File: config.mk
export PLATFORM = sky130hd
export DESIGN_NAME = prescaled_event_counter
export DESIGN_NICKNAME = d
export VERILOG_FILES = /design/src/rtl/prescaled_event_counter.sv
export SDC_FILE = /design/constraint.sdc
export NUM_CORES = 1
export LEC_CHECK = 0
export ABC_AREA = 1
export CORE_MARGIN = 2
export CORE_UTILIZATION = 50
export CTS_CLUSTER_SIZE = 24
export DETAILED_ROUTE_END_ITERATION = 6
export PLACE_DENSITY = 0.7
export REMOVE_ABC_BUFFERS = 1
export SKIP_LAST_GASP = 1
export SLEW_MARGIN = 30
export SYNTH_ARGS = -nofsm -noshare
export SYNTH_HDL_FRONTEND = slang
export SYNTH_SLANG_ARGS = --single-unit
File: constraint.sdc
create_clock -name clk_i -period 2.03 [get_ports clk_i]
set_input_delay 0.406 -clock clk_i [delete_from_list [all_inputs] [get_ports clk_i]]
set_output_delay 0.406 -clock clk_i [all_outputs]
set_load 0.005 [all_outputs]
File: src/rtl/prescaled_event_counter.sv
// Programmable prescaler producing a one-cycle tick enable, feeding an up/down
// modulo event counter that runs continuously or as a one-shot.
module prescaled_event_counter #(
  parameter int          PRESCALE_W  = 26,
  parameter int          COUNT_W     = 4,
  parameter int unsigned DIV_DEFAULT = 33554431
) (
  input  logic                  clk_i,
  input  logic                  reset_i,
  input  logic                  enable_i,
  input  logic [PRESCALE_W-1:0] div_value_i,
  input  logic                  div_load_i,
  input  logic                  up_down_i,
  input  logic                  mode_oneshot_i,
  input  logic [COUNT_W-1:0]    limit_i,
  input  logic                  start_i,
  input  logic                  clear_i,
  output logic                  tick_o,
  output logic [COUNT_W-1:0]    count_o,
  output logic                  terminal_o,
  output logic                  busy_o,
  output logic                  clk_div_o,
  output logic [1:0]            state_o
);

  typedef enum logic [1:0] {IDLE = 2'd0, RUN = 2'd1, DONE = 2'd2} state_t;

  localparam logic [PRESCALE_W-1:0] DIV_RST = PRESCALE_W'(DIV_DEFAULT);

  state_t                  state_q, state_d;
  logic [PRESCALE_W-1:0]   pre_q, pre_d;
  logic [PRESCALE_W-1:0]   div_q, div_d;
  logic                    mode_q, mode_d;
  logic                    tick_q, tick_d;
  logic [COUNT_W-1:0]      count_q, count_d;
  logic                    term_q, term_d;
  logic                    busy_q, busy_d;
  logic                    clk_div_q, clk_div_d;
  logic                    tick_int;
  logic [COUNT_W-1:0]      step_cnt;
  logic                    step_wrap;

  // Clear and div_load both restart the prescaler, so neither may fire a tick.
  assign tick_int = enable_i & (pre_q == div_q) & ~clear_i & ~div_load_i;

  // Next count value if a tick lands while running.
  always_comb begin
    step_cnt  = count_q;
    step_wrap = 1'b0;
    if (up_down_i) begin
      if (count_q >= limit_i) begin
        step_cnt  = '0;
        step_wrap = 1'b1;
      end else begin
        step_cnt = count_q + COUNT_W'(1);
      end
    end else if (count_q == '0) begin
      step_cnt  = limit_i;
      step_wrap = 1'b1;
    end else if (count_q > limit_i) begin
      step_cnt = limit_i;
    end else begin
      step_cnt = count_q - COUNT_W'(1);
    end
  end

  always_comb begin
    state_d   = state_q;
    pre_d     = pre_q;
    div_d     = div_q;
    mode_d    = mode_q;
    tick_d    = 1'b0;
    count_d   = count_q;
    term_d    = 1'b0;
    clk_div_d = clk_div_q;
    if (clear_i) begin
      pre_d   = '0;
      state_d = IDLE;
      count_d = up_down_i ? '0 : limit_i;
    end else begin
      if (div_load_i) begin
        div_d = div_value_i;
        pre_d = '0;
      end else if (tick_int) begin
        pre_d = '0;
      end else if (enable_i) begin
        pre_d = pre_q + PRESCALE_W'(1);
      end
      tick_d = tick_int;
      if (tick_int) clk_div_d = ~clk_div_q;
      case (state_q)
        IDLE: begin
          if (!mode_oneshot_i && enable_i) begin
            state_d = RUN;
            mode_d  = 1'b0;
          end else if (mode_oneshot_i && start_i) begin
            state_d = RUN;
            mode_d  = 1'b1;
          end
        end
        RUN: begin
          if (tick_int) begin
            count_d = step_cnt;
            term_d  = step_wrap;
          end
          if (!mode_q && !enable_i) state_d = IDLE;
          else if (mode_q && tick_int && step_wrap) state_d = DONE;
        end
        DONE: begin
          if (start_i) begin
            state_d = RUN;
            count_d = up_down_i ? '0 : limit_i;
          end
        end
        default: state_d = IDLE;
      endcase
    end
    busy_d = (state_d == RUN);
  end

  always_ff @(posedge clk_i) begin
    if (reset_i) begin
      state_q   <= IDLE;
      pre_q     <= '0;
      div_q     <= DIV_RST;
      mode_q    <= 1'b0;
      tick_q    <= 1'b0;
      count_q   <= '0;
      term_q    <= 1'b0;
      busy_q    <= 1'b0;
      clk_div_q <= 1'b0;
    end else begin
      state_q   <= state_d;
      pre_q     <= pre_d;
      div_q     <= div_d;
      mode_q    <= mode_d;
      tick_q    <= tick_d;
      count_q   <= count_d;
      term_q    <= term_d;
      busy_q    <= busy_d;
      clk_div_q <= clk_div_d;
    end
  end

  assign tick_o     = tick_q;
  assign count_o    = count_q;
  assign terminal_o = term_q;
  assign busy_o     = busy_q;
  assign clk_div_o  = clk_div_q;
  assign state_o    = state_q;

endmodule

==> results_dict.tcl <==
set metrics [dict create \
    placedCellCount 694 \
    slew_viol_final 0 \
    die_y_um 88.5 \
    cp-end-kind "flop" \
    yosysTopAreaCellShare_pct 35.3 \
    critPathArrivalTime_ns 2.21 \
    intPower_uw 2050 \
    seq_power_share_pct 46.7 \
    drive_gt1_share_pct 12.4 \
    reg2regPathDepth 11 \
    fmaxAchievable_mhz 520 \
    synthAdderAreaFrac_pct 2.45 \
    synthToLayoutAreaGrowth_pct 26.9 \
    grt-ovfl-total 0 \
    power-per-cell-area_nw_per_um2 621 \
    clkLatencyLatePin_ns 0.35 \
    die_area_um2 7830 \
    yosys.cell_count.top_type "nand2_1" \
    power.leakage_uw 0.00206 \
    relSlewSlack_pct 72.0 \
    async_flop_share_pct 0 \
    via_per_inst 4.97 \
    initial_core_util_pct 52.0 \
    drc 0 \
    slowest_delay_ns 0.50 \
    antenna_found_initial 0 \
    ys_top_cells_by_area "dfxtp_1, nand2_1, inv_1" \
    synth_edf_count 0 \
    hold_viol_final 0 \
    core_area_um2 6870 \
    ys_seq_area_share_pct 35.3 \
    power_frac_comb_pct 15.7 \
    antenna_cells 0 \
    synth_top_family_by_area "simple AND/OR/NAND/NOR gates" \
    place_congestion 0.911 \
    dr.pass1.iters 5 \
    p_sw_uw 759 \
    hold_path.class "reg -> reg" \
    syn-cell-area_um2 3570 \
    holdBufCountCts 0 \
    path_max_fanout 3 \
    cpMaxStageDelayCell "clkdlybuf4s50_1" \
    dp_hpwl_um 6890 \
    cts_tree "built" \
    cts_sinks 63 \
    fp.dieW_um 88.5 \
    hold_ws_ns 0.480 \
    clkSlewWorstSetupHoldPaths_ns 0.07 \
    cts_htree_levels 3 \
    status "complete, no violations" \
    stdcell_count 710 \
    cts_buffers 9 \
    setup.worst_path.start_class "input pin" \
    crit_chain "clkdlybuf4s50_1 -> inv_2 -> ha_4 -> nand2_1 -> nand2_1 -> nand2_2 -> nand2_4 -> nor2_4 -> nand2_2 -> or2_2 -> nand2_1 -> nand2_1 -> nand2_1 -> nor2_1 -> nor2_1" \
    grt_util_all_layers_pct 24.8 \
    min_path_cells 2 \
    worst-endpoint-required_ns 2.32 \
    num_rows 30 \
    detail-route-antenna-nets 0 \
    yosys_most_used_dff "dfxtp_1" \
    yosysUniqueCellTypes 32 \
    setup_violations 0 \
    ys_ff_latch 63 \
    fillers 640 \
    fin_tns_setup_ns 0 \
    grt_max_degree 26 \
    drv_cap 0 \
    period_needed_ns 1.92 \
    cts_root_buf "clkbuf_8" \
    peakVddDrop_v 0.000431 \
    cts_buffer_depth 2 \
    synth_compound_area_share_pct 7.08 \
    grt_pass1_vias 3333 \
    switching_share_pct 27.0 \
    synthTopCellsByCount "nand2_1, inv_1, nor2_1, dfxtp_1, nand3_1" \
    postSynthAreaPerCell_um2 6.60 \
    dpl_cell_area_um2 4270 \
    grt_pass1_wl_um 15100 \
    synth_xor_area_share_pct 6.13 \
    netlist_instances 541 \
    synth_mux_area_share_pct 0 \
    pin_count 48 \
    worst_clock_skew_ns 0.0131 \
    crit_type "in -> reg" \
    path_common_cell "nand2_1" \
    nNetsFinal 654 \
    final.period_utilization_pct 94.8 \
    routed_wl_um 9060 \
    yosysTopAreaCell "dfxtp_1" \
    wire_per_inst_um 12.8 \
    vias 3526 \
    drtIter0Drc 192 \
    p_clk_share_pct 37.6 \
    tightestPinTransition_ns 0.416 \
    rsz0062_at_grt "no" \
    power_uw 2810 \
    design_area_um2 4530 \
    yosysWarnings 0 \
    yosys.area_share.simple_pct 38.7 \
    portBuffers 47 \
]
flip-flops by register name, summed over array words and instances (netlist names):
name        cells
busy_o          1
state_o         2
count_o         4
pre_q          26
div_q          26
clk_div_o       1
mode_q          1
terminal_o      1
tick_o          1
critical path, delay by kind of cell:
family	cells	cell delay [ns]
simple gates	12	1.01
buf+inv	2	0.56
fa+ha+maj	1	0.24
final timing paths:
kind	from	endpoint	slack, ns
worst max-delay path	limit_i[1]	count_o[3]	0.11
worst min-delay path	div_q[25]	div_q[25]	0.48
worst max register to register	count_o[3]	count_o[3]	0.16
worst min register to register	div_q[25]	div_q[25]	0.48
cell type report:
type / count / area [um2] / area share [%]
multi-input cells: 388 / 2020 / 44.5
flip-flops and latches: 63 / 1260 / 27.8
well taps: 96 / 120 / 2.65
clock buffers: 10 / 128 / 2.82
clock inverters: 6 / 61.3 / 1.35
repair buffers: 68 / 646 / 14.3
inverters: 79 / 297 / 6.55
power by group through the flow:
stage	Clock (uW)	Sequential, uW	Combinational [uW]
final	1060	1310	440
after global routing	1120	1320	499
after floorplan	0	1330	226
after CTS	1080	1310	414
after detailed placement	0	1340	411
after global placement	0	1340	409
cell usage in the layout, fill, tap and decap left out, drive strengths merged, types with 4 or more instances in the layout:
cell / instances
o211ai: 19
inv: 79
xor2: 19
clkdlybuf4s50: 45
a21oi: 12
o21ai: 4
ha: 7
nand4: 8
xnor2: 6
nor3: 14
buf: 21
dfxtp: 63
nand3: 42
nor3b: 4
clkbuf: 10
nor2: 70
clkinv: 4
nand2: 172
logic make-up after synthesis:
family,count (synthesis)
adders and majority gates,7
buffers and inverters,90
xor gates and xnor gates,25
and+or+nand+nor,318
DFF,63
AOI/OAI and AO/OA,38
metal layers:
layer	wire [um]	track usage, %
met1	4320	33.4
met4	140	10.1
met5	0	0
met3	433	3.73
met2	4170	39.8
through the flow:
stage,setup WS [ns],utilization (%)
finish,0.106,66.0
global route,0.0147,66.0
CTS,0.0325,64.9
detailed placement,-0.323,62.1
global placement,-0.253,62.1
floorplan,-0.588,-
repair_timing:
item,in CTS,in global routing
resized for setup,0,21
setup buffers,0,0
endpoints found under the setup margin,0,8
hold endpoints to repair,0,0
(Power assumes the default switching activity.)
==> edit (config.mk and constraints unchanged) <==
Register the input `div_value_i` before use. The logic sees it one clock later. The other inputs are not delayed to match.
--- a/src/rtl/prescaled_event_counter.sv
+++ b/src/rtl/prescaled_event_counter.sv
@@ -27,4 +27,10 @@
 
   localparam logic [PRESCALE_W-1:0] DIV_RST = PRESCALE_W'(DIV_DEFAULT);
+
+  logic [PRESCALE_W-1:0] div_value_q;
+
+  always_ff @(posedge clk_i) begin
+    div_value_q <= div_value_i;
+  end
 
   state_t                  state_q, state_d;
@@ -80,5 +86,5 @@
     end else begin
       if (div_load_i) begin
-        div_d = div_value_i;
+        div_d = div_value_q;
         pre_d = '0;
       end else if (tick_int) begin
Check against the original RTL: not equivalent (a bounded check fails within 4 cycles, from zero or initial values and one cycle with reset_i high).
==> edit against the unedited design <==
Total power increased by 20%; count of clock-buffer cells in the layout increased by 1; sequential power increased by 42%; via count decreased by 1.1%; wire length decreased by 1.6%; area after synthesis increased by 12%; sequential share of layout area increased by 8.2 points; setup slack improved by 0.0016 ns; sequential cell count increased by 26; cell count decreased by 0.56%; cell area increased by 9.0%; critical path depth decreased by 2; critical path type unchanged; critical endpoint is now busy_o; highest routed layer unchanged.
==> edit: results <==
[run_status]
status = "finished clean"

[cells_and_area]
clock_buffers = 11
multi_input_cells = 362
buffer_area_share_pct = 12.92
n_all_inverters = 68
drive_gt1_share_pct = 10.93

[global_route]
grt_usage_pct = 21.78
globalRouteMet2Util_pct = 37.83
grt_pass1_wl_um = 15160
grt_pass1_vias = 3410
use_met3_pct = 3.223
grt_max_degree = 27

[drt]
drt_iter0_markers = 116
dr.pass1.iters = 4
wl_met1_um = 4013

[place]
pre_cts_slack_ns = -0.3502
placed_area_um2 = 4708

[synth]
ys_top_cells_by_area = "dfxtp_1, nand2_1, inv_1"
synth_compound_area_share_pct = 5.022
synth_common_cells = "nand2_1, dfxtp_1, inv_1"
ys_seq_area_share_pct = 44.42
avgSynthCellArea_um2 = 7.554

[die]
die_x_um = 93.57

[power_and_ir_drop]
p_clk_mw = 1.12
ir_drop_mv = 0.6916
power.leakage_nw = 2.109
p_seq_share_pct = 54.9

[sta]
slew_headroom_pct = 71.21

[worst_setup_path]
cp_top_family = "buffers and inverters"
## edit: changes by cell type in the layout (fill, tap and decap cells not counted), moves of 3 or more
cell	unedited run	this run
dfxtp_1	63	89
nand2_1	165	143
xnor2_1	6	21
nor3_1	14	5
inv_2	10	2
o211ai_1	19	11
nand3_1	39	46
nor2_1	61	54
and3_2	3	0
clkinv_2	3	0
clkinvlp_4	1	4
inv_1	69	66
## edit: path summary, 6_finish.rpt
path | start | endpoint | slack (ns) | cells after the start
max | limit_i[3] | busy_o | 0.11 | 13
max reg2reg | pre_q[15] | pre_q[16] | 0.18 | 9
min | div_value_q[7] | div_q[7] | 0.44 | 2
min reg2reg | div_value_q[7] | div_q[7] | 0.44 | 2
## edit: cell families after synthesis
family                   Yosys count
XOR/XNOR                          38
AND/OR/NAND/NOR                  285
AO/OA/AOI/OAI                     32
adder cells (fa/ha/maj)            7
flip-flops                        89
buffers and inverters             80
